[src/rtl/vga_write_arbiter_pkg.sv]
// Shared VGA geometry, colour codes and arbiter state encoding.
package vga_write_arbiter_pkg;

    // VGA adapter port geometry (160x120, 3-bit colour)
    localparam int X_W      = 8;
    localparam int Y_W      = 7;
    localparam int COL_W    = 3;
    localparam int SCREEN_W = 160;
    localparam int SCREEN_H = 120;

    // Colour codes shared by all pixel producers in the game
    typedef enum logic [COL_W-1:0] {
        BLACK   = 3'd0,
        PLAYER1 = 3'd1,
        PLAYER2 = 3'd2,
        PLAYER3 = 3'd3,
        PLAYER4 = 3'd4,
        WHITE   = 3'd7
    } colour_e;

    // Arbiter state encoding (kept as plain constants for legacy tools)
    localparam int STATE_W = 1;
    localparam logic [STATE_W-1:0] ST_IDLE  = 1'b0;
    localparam logic [STATE_W-1:0] ST_GRANT = 1'b1;

    // Width of an index into N requesters; a single requester still needs one bit
    function automatic int ptr_width(input int n);
        return (n > 1) ? $clog2(n) : 1;
    endfunction

endpackage

[src/rtl/vga_write_arbiter_rr_pick.sv]
// Combinational round-robin priority encoder: first set request at or above
// rr_ptr, wrapping modulo N.
module vga_write_arbiter_rr_pick
    import vga_write_arbiter_pkg::*;
#(
    parameter int N  = 4,
    parameter int PW = ptr_width(N)
) (
    input  logic [N-1:0]  req,
    input  logic [PW-1:0] rr_ptr,
    output logic [PW-1:0] winner,
    output logic          any_req
);

    int idx;

    // Scan from the farthest candidate back to rr_ptr so the closest one wins
    always_comb begin
        winner  = '0;
        idx     = 0;
        any_req = |req;
        for (int k = N - 1; k >= 0; k--) begin
            idx = int'(rr_ptr) + k;
            if (idx >= N) begin
                idx = idx - N;
            end
            if (req[idx]) begin
                winner = PW'(idx);
            end
        end
    end

endmodule

[src/rtl/vga_write_arbiter.sv]
// Round-robin arbiter sharing the VGA adapter write port between N burst
// producers, with a per-grant burst cap and a registered pixel output stage.
module vga_write_arbiter
    import vga_write_arbiter_pkg::*;
#(
    parameter int N         = 4,
    parameter int MAX_BURST = 256,
    parameter int BW        = 9
) (
    input  logic               clk,
    input  logic               resetn,
    input  logic [N-1:0]       req,
    input  logic [N-1:0]       last,
    input  logic [X_W*N-1:0]   x_in,
    input  logic [Y_W*N-1:0]   y_in,
    input  logic [COL_W*N-1:0] colour_in,
    output logic [N-1:0]       gnt,
    output logic [N-1:0]       ack,
    output logic [X_W-1:0]     x,
    output logic [Y_W-1:0]     y,
    output logic [COL_W-1:0]   colour,
    output logic               plot,
    output logic               busy
);

    localparam int PW = ptr_width(N);
    // Count value at which the next accepted pixel forces a release
    localparam logic [BW-1:0] CAP_LAST = BW'(MAX_BURST - 1);

    logic [STATE_W-1:0] state_q, state_d;
    logic [PW-1:0]      rr_ptr_q, rr_ptr_d;
    logic [PW-1:0]      win_q, win_d;
    logic [BW-1:0]      burst_cnt_q, burst_cnt_d;
    logic [N-1:0]       gnt_q, gnt_d;

    logic [PW-1:0]      pick;
    logic               any_req;
    logic               win_req;
    logic               win_last;
    logic               release_now;
    logic               pixel_accept;

    logic [X_W-1:0]     pix_x;
    logic [Y_W-1:0]     pix_y;
    logic [COL_W-1:0]   pix_col;

    logic [X_W-1:0]     x_q;
    logic [Y_W-1:0]     y_q;
    logic [COL_W-1:0]   colour_q;
    logic               plot_q;

    vga_write_arbiter_rr_pick #(
        .N  (N),
        .PW (PW)
    ) u_rr_pick (
        .req     (req),
        .rr_ptr  (rr_ptr_q),
        .winner  (pick),
        .any_req (any_req)
    );

    // Handshake is a pure function of the registered grant
    assign ack          = gnt_q & req;
    assign pixel_accept = |ack;
    assign win_req      = req[win_q];
    assign win_last     = last[win_q];

    assign gnt    = gnt_q;
    assign busy   = (state_q == ST_GRANT);
    assign x      = x_q;
    assign y      = y_q;
    assign colour = colour_q;
    assign plot   = plot_q;

    // Next-state: grant in IDLE, count and release in GRANT
    always_comb begin
        state_d     = state_q;
        rr_ptr_d    = rr_ptr_q;
        win_d       = win_q;
        burst_cnt_d = burst_cnt_q;
        gnt_d       = gnt_q;
        release_now = 1'b0;

        case (state_q)
            ST_IDLE: begin
                gnt_d = '0;
                if (any_req) begin
                    win_d       = pick;
                    gnt_d[pick] = 1'b1;
                    burst_cnt_d = '0;
                    state_d     = ST_GRANT;
                end
            end
            ST_GRANT: begin
                if (win_req) begin
                    // Cap is checked before increment, so the count never wraps
                    burst_cnt_d = burst_cnt_q + BW'(1);
                    release_now = win_last || (burst_cnt_q == CAP_LAST);
                end else begin
                    // Requester dropped out mid-burst: abort, nothing accepted
                    release_now = 1'b1;
                end
                if (release_now) begin
                    state_d  = ST_IDLE;
                    gnt_d    = '0;
                    rr_ptr_d = (win_q == PW'(N - 1)) ? '0 : win_q + PW'(1);
                end
            end
            default: begin
                state_d = ST_IDLE;
                gnt_d   = '0;
            end
        endcase
    end

    // Arbitration state registers
    always_ff @(posedge clk or negedge resetn) begin
        if (!resetn) begin
            state_q     <= ST_IDLE;
            rr_ptr_q    <= '0;
            win_q       <= '0;
            burst_cnt_q <= '0;
            gnt_q       <= '0;
        end else begin
            state_q     <= state_d;
            rr_ptr_q    <= rr_ptr_d;
            win_q       <= win_d;
            burst_cnt_q <= burst_cnt_d;
            gnt_q       <= gnt_d;
        end
    end

    // Select the granted requester's pixel from the packed input buses
    always_comb begin
        pix_x   = x_in[int'(win_q) * X_W +: X_W];
        pix_y   = y_in[int'(win_q) * Y_W +: Y_W];
        pix_col = colour_in[int'(win_q) * COL_W +: COL_W];
    end

    // VGA output stage: load on accept, otherwise hold coordinates and drop plot
    always_ff @(posedge clk or negedge resetn) begin
        if (!resetn) begin
            x_q      <= '0;
            y_q      <= '0;
            colour_q <= '0;
            plot_q   <= 1'b0;
        end else begin
            plot_q <= pixel_accept;
            if (pixel_accept) begin
                x_q      <= pix_x;
                y_q      <= pix_y;
                colour_q <= pix_col;
            end
        end
    end

    // Grant must never be multi-hot, and busy tracks a live grant exactly
    gnt_onehot_a: assert property (@(posedge clk) disable iff (!resetn) $onehot0(gnt_q));
    busy_gnt_a: assert property (@(posedge clk) disable iff (!resetn) busy == (gnt_q != '0));

endmodule

[config.mk]
export PLATFORM = sky130hd
export DESIGN_NAME = vga_write_arbiter
export DESIGN_NICKNAME = d
export VERILOG_FILES = /design/src/rtl/vga_write_arbiter_pkg.sv /design/src/rtl/vga_write_arbiter_rr_pick.sv /design/src/rtl/vga_write_arbiter.sv
export SDC_FILE = /design/constraint.sdc
export NUM_CORES = 1
export LEC_CHECK = 0
export ABC_AREA = 1
export CAP_MARGIN = 20
export CORE_ASPECT_RATIO = 0.5
export CORE_MARGIN = 3
export CORE_UTILIZATION = 37
export DETAILED_ROUTE_END_ITERATION = 16
export PLACE_DENSITY = 0.87
export REMOVE_ABC_BUFFERS = 1
export SYNTH_ARGS = -nofsm -noshare
export SYNTH_HDL_FRONTEND = slang
export SYNTH_SLANG_ARGS = --single-unit
[constraint.sdc]
create_clock -name clk -period 1.68 [get_ports clk]
set_input_delay 0.42 -clock clk [delete_from_list [all_inputs] [get_ports clk]]
set_output_delay 0.42 -clock clk [all_outputs]
set_load 0.02 [all_outputs]
==> After elaboration in Yosys (flattened, before gate mapping) <==
Index checks and enable logic that the tools add are counted.
{ "totals": {"ff_bits": 37, "in_bits": 82, "out_inout_bits": 28, "word_cells": 86} }
{ "op_classes": {"n_addsub": 9, "multipliers": 2, "order_cmp": 11, "n_eq_ne": 5, "shifts": 3, "mux": 38, "bitwise_logic": 2, "reduce_logical": 7} }
{ "ops": {"columns": ["op", "n"], "rows": [
  ["$lt 32x4->1 const B", 4],
  ["$mux 32", 4],
  ["$ge 32x4->1 const B", 3],
  ["$sub 32x4->32 const B", 3],
  ["$shiftx 32x6->8", 1],
  ["$shiftx 28x6->7", 1],
  ["$mux 9", 2],
  ["$pmux 9 s2", 1],
  ["$mux 1", 15],
  ["$bmux 1 s2", 6],
  ["$shiftx 12x5->3", 1],
  ["$mux 2", 5],
  ["$add 9x1->9 const B", 1],
  ["$eq 9x8->1 const B", 1],
  ["$mux 4", 2],
  ["$pmux 4 s2", 1],
  ["$reduce_or 4->1", 2],
  ["$add 2x2->3 const B", 2],
  ["$lt 2x3->1 const B", 2],
  ["$reduce_and 2->1", 3],
  ["$mul 2x3->5 const B", 1],
  ["$and 4x4->4", 1],
  ["$mul 2x2->4 const B", 1],
  ["$ne 2x1->1 const B", 2],
  ["12 further kinds", 12]
]} }

==> Longest topological paths before layout <==
{ "depth": {"ltp_word": 16, "depth_mapped": 11, "depth_no_buf": 11} }

==> By module <==
From an unflattened synthesis, not the netlist that was laid out.
{ "hier_totals": {"hier_cells": 378, "hier_area_um2": 2491.1} }
{ "modules_own_cells": {"columns": ["module", "n_inst", "cells_each", "area_per_inst_um2", "seq_area_each_um2"], "rows": [
  ["vga_write_arbiter", 1, 332, 2302.2, 925.9],
  ["vga_write_arbiter_rr_pick", 1, 46, 188.9, 0.0]
]} }

==> Least setup slack after synthesis <==
No wires, ideal clock.
{ "synth_path": {"kind": "flip-flop to flip-flop", "start": "reg burst_cnt_q[0]", "end": "reg rr_ptr_q[0]", "setup_time_ps": 121, "t_arrival_ps": 1497, "required_ps": 1559, "path_slack_ps": 62, "stages_incl_launch_ff": 12, "path_buffers": 0, "synth_period_minus_slack_ps": 1618, "cell_sequence": "dfrtp_1 > ha_1 > nand3_1 > nor3_1 > nand2_1 > nor2_1 > ha_1 > nor3_2 > nand2_2 > nand2_1 > nand2_1 > o21ai_1"} }
{ "synth_via": {"elab_chain_len": 5} }
{ "synth_rtl": {"columns": ["element", "line", "text"], "rows": [
  ["start: declaration", "vga_write_arbiter.sv:33", "logic [BW-1:0] burst_cnt_q, burst_cnt_d;"],
  ["start signal: assignment", "vga_write_arbiter.sv:128", "burst_cnt_q <= burst_cnt_d;"],
  ["$eq 9x8->1", "vga_write_arbiter.sv:98", "release_now = win_last || (burst_cnt_q == CAP_LAST);"],
  ["$logic_or 1x1->1", "vga_write_arbiter.sv:98", null],
  ["$mux 1", "vga_write_arbiter.sv:95", "if (win_req) begin"],
  ["$mux 1", "vga_write_arbiter.sv:84", "case (state_q)"],
  ["$reduce_and 2->1 (no line)", null, null],
  ["end signal: assignment", "vga_write_arbiter.sv:126", "rr_ptr_q <= rr_ptr_d;"],
  ["end: declaration", "vga_write_arbiter.sv:31", "logic [PW-1:0] rr_ptr_q, rr_ptr_d;"]
]} }
No other way between the ends. The select of a mux whose other input is x is not followed.
A chain may end at the register's enable or synchronous reset.

==> Worst setup path in the final report <==
{ "layout_path": {"start": "reg burst_cnt_q[0]", "end": "reg gnt_q[2], in the netlist gnt[2]"} }
{ "layout_via": {"elab_chain_len": 5} }
{ "layout_rtl": {"columns": ["element", "line", "text"], "rows": [
  ["$eq 9x8->1", "vga_write_arbiter.sv:98", null],
  ["$logic_or 1x1->1", "vga_write_arbiter.sv:98", null],
  ["$mux 1", "vga_write_arbiter.sv:95", null],
  ["$mux 1", "vga_write_arbiter.sv:84", null],
  ["$ne 2x1->1 (no line)", null, null],
  ["end signal: assignment", "vga_write_arbiter.sv:129", "gnt_q <= gnt_d;"],
  ["end: declaration", "vga_write_arbiter.sv:34", "logic [N-1:0] gnt_q, gnt_d;"]
]} }
No other way between the ends. The select of a mux whose other input is x is not followed.

==> impl_metrics.py <==
metrics = {
    "clock_tree": {
        "cts_tree": "yes",
        "clock-root-buffer": "clkbuf_16",
        "path_clk_slew_ns": 0.05,
        "clkLatencyLatePin_ns": 0.28,
        "cts_hold_buf": 0,
        "clkSinkCount": 37,
        "clockBufferDepth": 2,
        "h-tree-depth": 2,
        "cts_buffers": 5,
    },
    "die": {
        "num_rows": 19,
        "die_h_um": 62.29,
        "ioPinCount": 110,
        "core-area_um2": 5801,
        "die_width_um": 118.6,
        "initial_utilization_pct": 40.42,
        "dieArea_um2": 7386,
    },
    "synth": {
        "synth-seq-cells": 37,
        "synthMuxAreaShare_pct": 0,
        "synth_top_area_share_pct": 39.49,
        "synth_compound_area_share_pct": 15.85,
        "synthTopCellsByArea": "dfrtp_1 39%, nor2_1 16%, nand2_1 9.3%",
        "yosys.area.top_type": "dfrtp_1",
        "synth_cells": 345,
        "ys.flop_type": "dfrtp_1",
        "ys_seq_area_share_pct": 39.49,
        "syn_area_per_cell_um2": 6.796,
        "netlist_area_um2": 2345,
        "synth_edf_count": 0,
        "synth-xor-area-share_pct": 0.7471,
        "synth-simple-area-share_pct": 34.42,
        "ys_warn_count": 0,
        "synth_cell_types": 28,
        "ys_top_cells_by_count": "98 x nor2_1, 58 x nand2_1, 43 x o21ai_0, 37 x dfrtp_1, 26 x inv_1",
        "synthAdderAreaFrac_pct": 1.601,
        "synth_top_family_by_area": "simple AND/OR/NAND/NOR gates",
        "yosysMostFrequentCell": "nor2_1",
        "async_flop_share_pct": 100.0,
    },
    "finish": {
        "drive_above_1_share_pct": 13.98,
        "multi_input_area_um2": 1300,
        "seqCellArea_um2": 928.4,
        "design_area_um2": 3924,
        "area_growth_pct": 67.34,
        "num_antenna_cells": 0,
        "final_nets": 556,
        "fin_util_pct": 67.64,
        "fillers": 466,
    },
    "worst_setup_path": {
        "path_common_cell": "nand2_1",
        "end_kind": "register",
        "crit_fanout": 4,
        "cp.arrival_ns": 1.80,
        "path_class": "register to register",
        "worstSetupStartpointType": "register",
        "r2r-start": "burst_cnt_q[0]$_DFFE_PN0P_",
        "path_cells": "ha_2 -> nand3_2 -> nor3_4 -> nand2_1 -> nor2_2 -> ha_2 -> nor3_2 -> nand2_2 -> nor2_4 -> nand2_1 -> nand2_1",
        "startpoint": "burst_cnt_q[0]$_DFFE_PN0P_",
        "crit_slowest_cell": "dfrtp_1",
        "worstPathRequired_ns": 1.84,
        "slowest_delay_ns": 0.36,
    },
    "global_route": {
        "antenna_found_initial": 0,
        "grt_pass1_vias": 2632,
        "grt_max_degree": 32,
        "grt_overflow": 0,
        "grt_pass1_wl_um": 12590,
        "grt_usage_pct": 20.64,
    },
    "sta": {
        "fin_skew_ns": 0.003615,
        "worst_slack_ns": 0.03816,
        "rsz0062_at_grt": "yes",
        "fin_crit_ns": 1.642,
        "fin_crit_sh_pct": 97.73,
        "hold_viol": 0,
        "slew_headroom_pct": 76.61,
        "finalSetupViolCount": 0,
        "tightest_slew_ns": 0.3509,
        "fmax_mhz": 609.1,
        "drv_slew": 0,
    },
    "place": {
        "pre_cts_slack_ns": -0.3757,
        "routabilityCongestion": 0.8762,
        "hpwl_um": 5910,
        "place_area_um2": 3665,
        "port-buffer-count": 109,
    },
    "pwr": {
        "p_leak_nw": 1.921,
        "p_per_area_nw_per_um2": 1578,
        "ir_worst_vdd_mv": 0.6796,
    },
    "hold_path": {
        "min-delay-path-class": "primary input to async pin",
    },
    "run_status": {
        "status": "completed",
    },
    "drt": {
        "routed_via_density": 5.002,
        "vias": 2781,
        "postRouteWirelength_um": 7923,
        "first_pass_iters": 4,
        "wl_per_cell_um": 14.25,
        "drtAntennaViolNets": 0,
        "first_iter_violations": 163,
        "drc": 0,
    },
    "run": {
        "max-cap-violations": 0,
    },
}
## layout by cell type, fill, tap and decap left out, types with 3 or more instances in the layout
cell | Yosys | final
buf_2 | 7 | 5
nor3_1 | 4 | 3
clkbuf_16 | 0 | 5
a31oi_1 | 18 | 18
o21ai_0 | 43 | 43
nor2_1 | 98 | 97
nand3_2 | 1 | 8
nand2_1 | 58 | 53
nand3_1 | 18 | 11
buf_6 | 1 | 3
dlymetal6s2s_1 | 0 | 17
clkdlybuf4s50_1 | 0 | 78
inv_1 | 26 | 26
nand2_2 | 2 | 7
dlygate4sd2_1 | 0 | 9
nand4_1 | 6 | 6
dfrtp_1 | 37 | 35
buf_4 | 2 | 21
## per-stage QoR
stage / total power, mW / hold slack [ns] / setup TNS [ns] / instances
floorplan: 3.529 / 0.1244 / -8.470 / 329
CTS: 6.129 / 0.02849 / 0 / 555
global placement: 5.087 / 0.3232 / -4.630 / 547
detailed placement: 5.162 / 0.3261 / -5.382 / 547
global route: 6.676 / 0.03433 / -0.1357 / 556
finish: 6.192 / 0.02432 / 0 / 556
## worst max-delay path: cells and delay by family, from the launching register on
family	cells	cell delay, ns
DFF	1	0.36
adders and majority gates	2	0.37
and+or+nand+nor	9	0.79
## cell type report
class | count | share of cell area, %
Multi-Input combinational cell | 265 | 33.13
Sequential cell | 37 | 23.66
Tap cell | 84 | 2.679
Inverter | 27 | 2.647
Timing Repair Buffer | 135 | 33.86
Clock buffer | 7 | 3.890
Clock inverter | 1 | 0.1276
## logic make-up after synthesis
logic type	after synthesis
xor+xnor	2
compound gates	68
simple gates	192
fa+ha+maj	3
buf+inv	43
flops	37
## where the power goes
part	total (mW)	internal, mW	switching, mW
Combinational	3.70	1.53	2.18
Sequential	1.52	1.24	0.277
Clock	0.970	0.627	0.343
## repair_timing
item,in CTS,in global routing
pin swaps,1,8
resized for setup,31,34
endpoints found under the setup margin,19,30
setup buffers,0,1
## worst paths after layout
| kind | endpoint | slack, ns | depth (start not counted) |
|---|---|---|---|
| max | gnt[2]$_DFFE_PN0P_ | 0.04 | 11 |
| min | y[1]$_DFFE_PN0P_ | 0.02 | 1 |
| max reg2reg | gnt[2]$_DFFE_PN0P_ | 0.04 | 11 |
| min reg2reg | gnt[3]$_DFFE_PN0P_ | 0.53 | 2 |
| max in group asynchronous | busy$_DFF_PN0_ | 1.23 | 2 |
| min in group clk | gnt[3]$_DFFE_PN0P_ | 0.53 | 2 |
## state kept, by name (all words and copies together), names as in the netlist
signal	flops
burst_cnt_q	9
colour	3
win_q	2
gnt	4
busy	1
plot	1
rr_ptr_q	2
y	7
x	8
## metal layers
metal | GRT usage [%] | share of wire, % | up-vias
li1 | - | - | 1387
met1 | 25.56 | 41 | 1301
met2 | 36.40 | 52 | 79
met3 | 3.989 | 4.7 | 14
met4 | 6.638 | 1.6 | 0
met5 | 0 | 0 | -
Note: power is estimated with default switching activity, not from simulation.
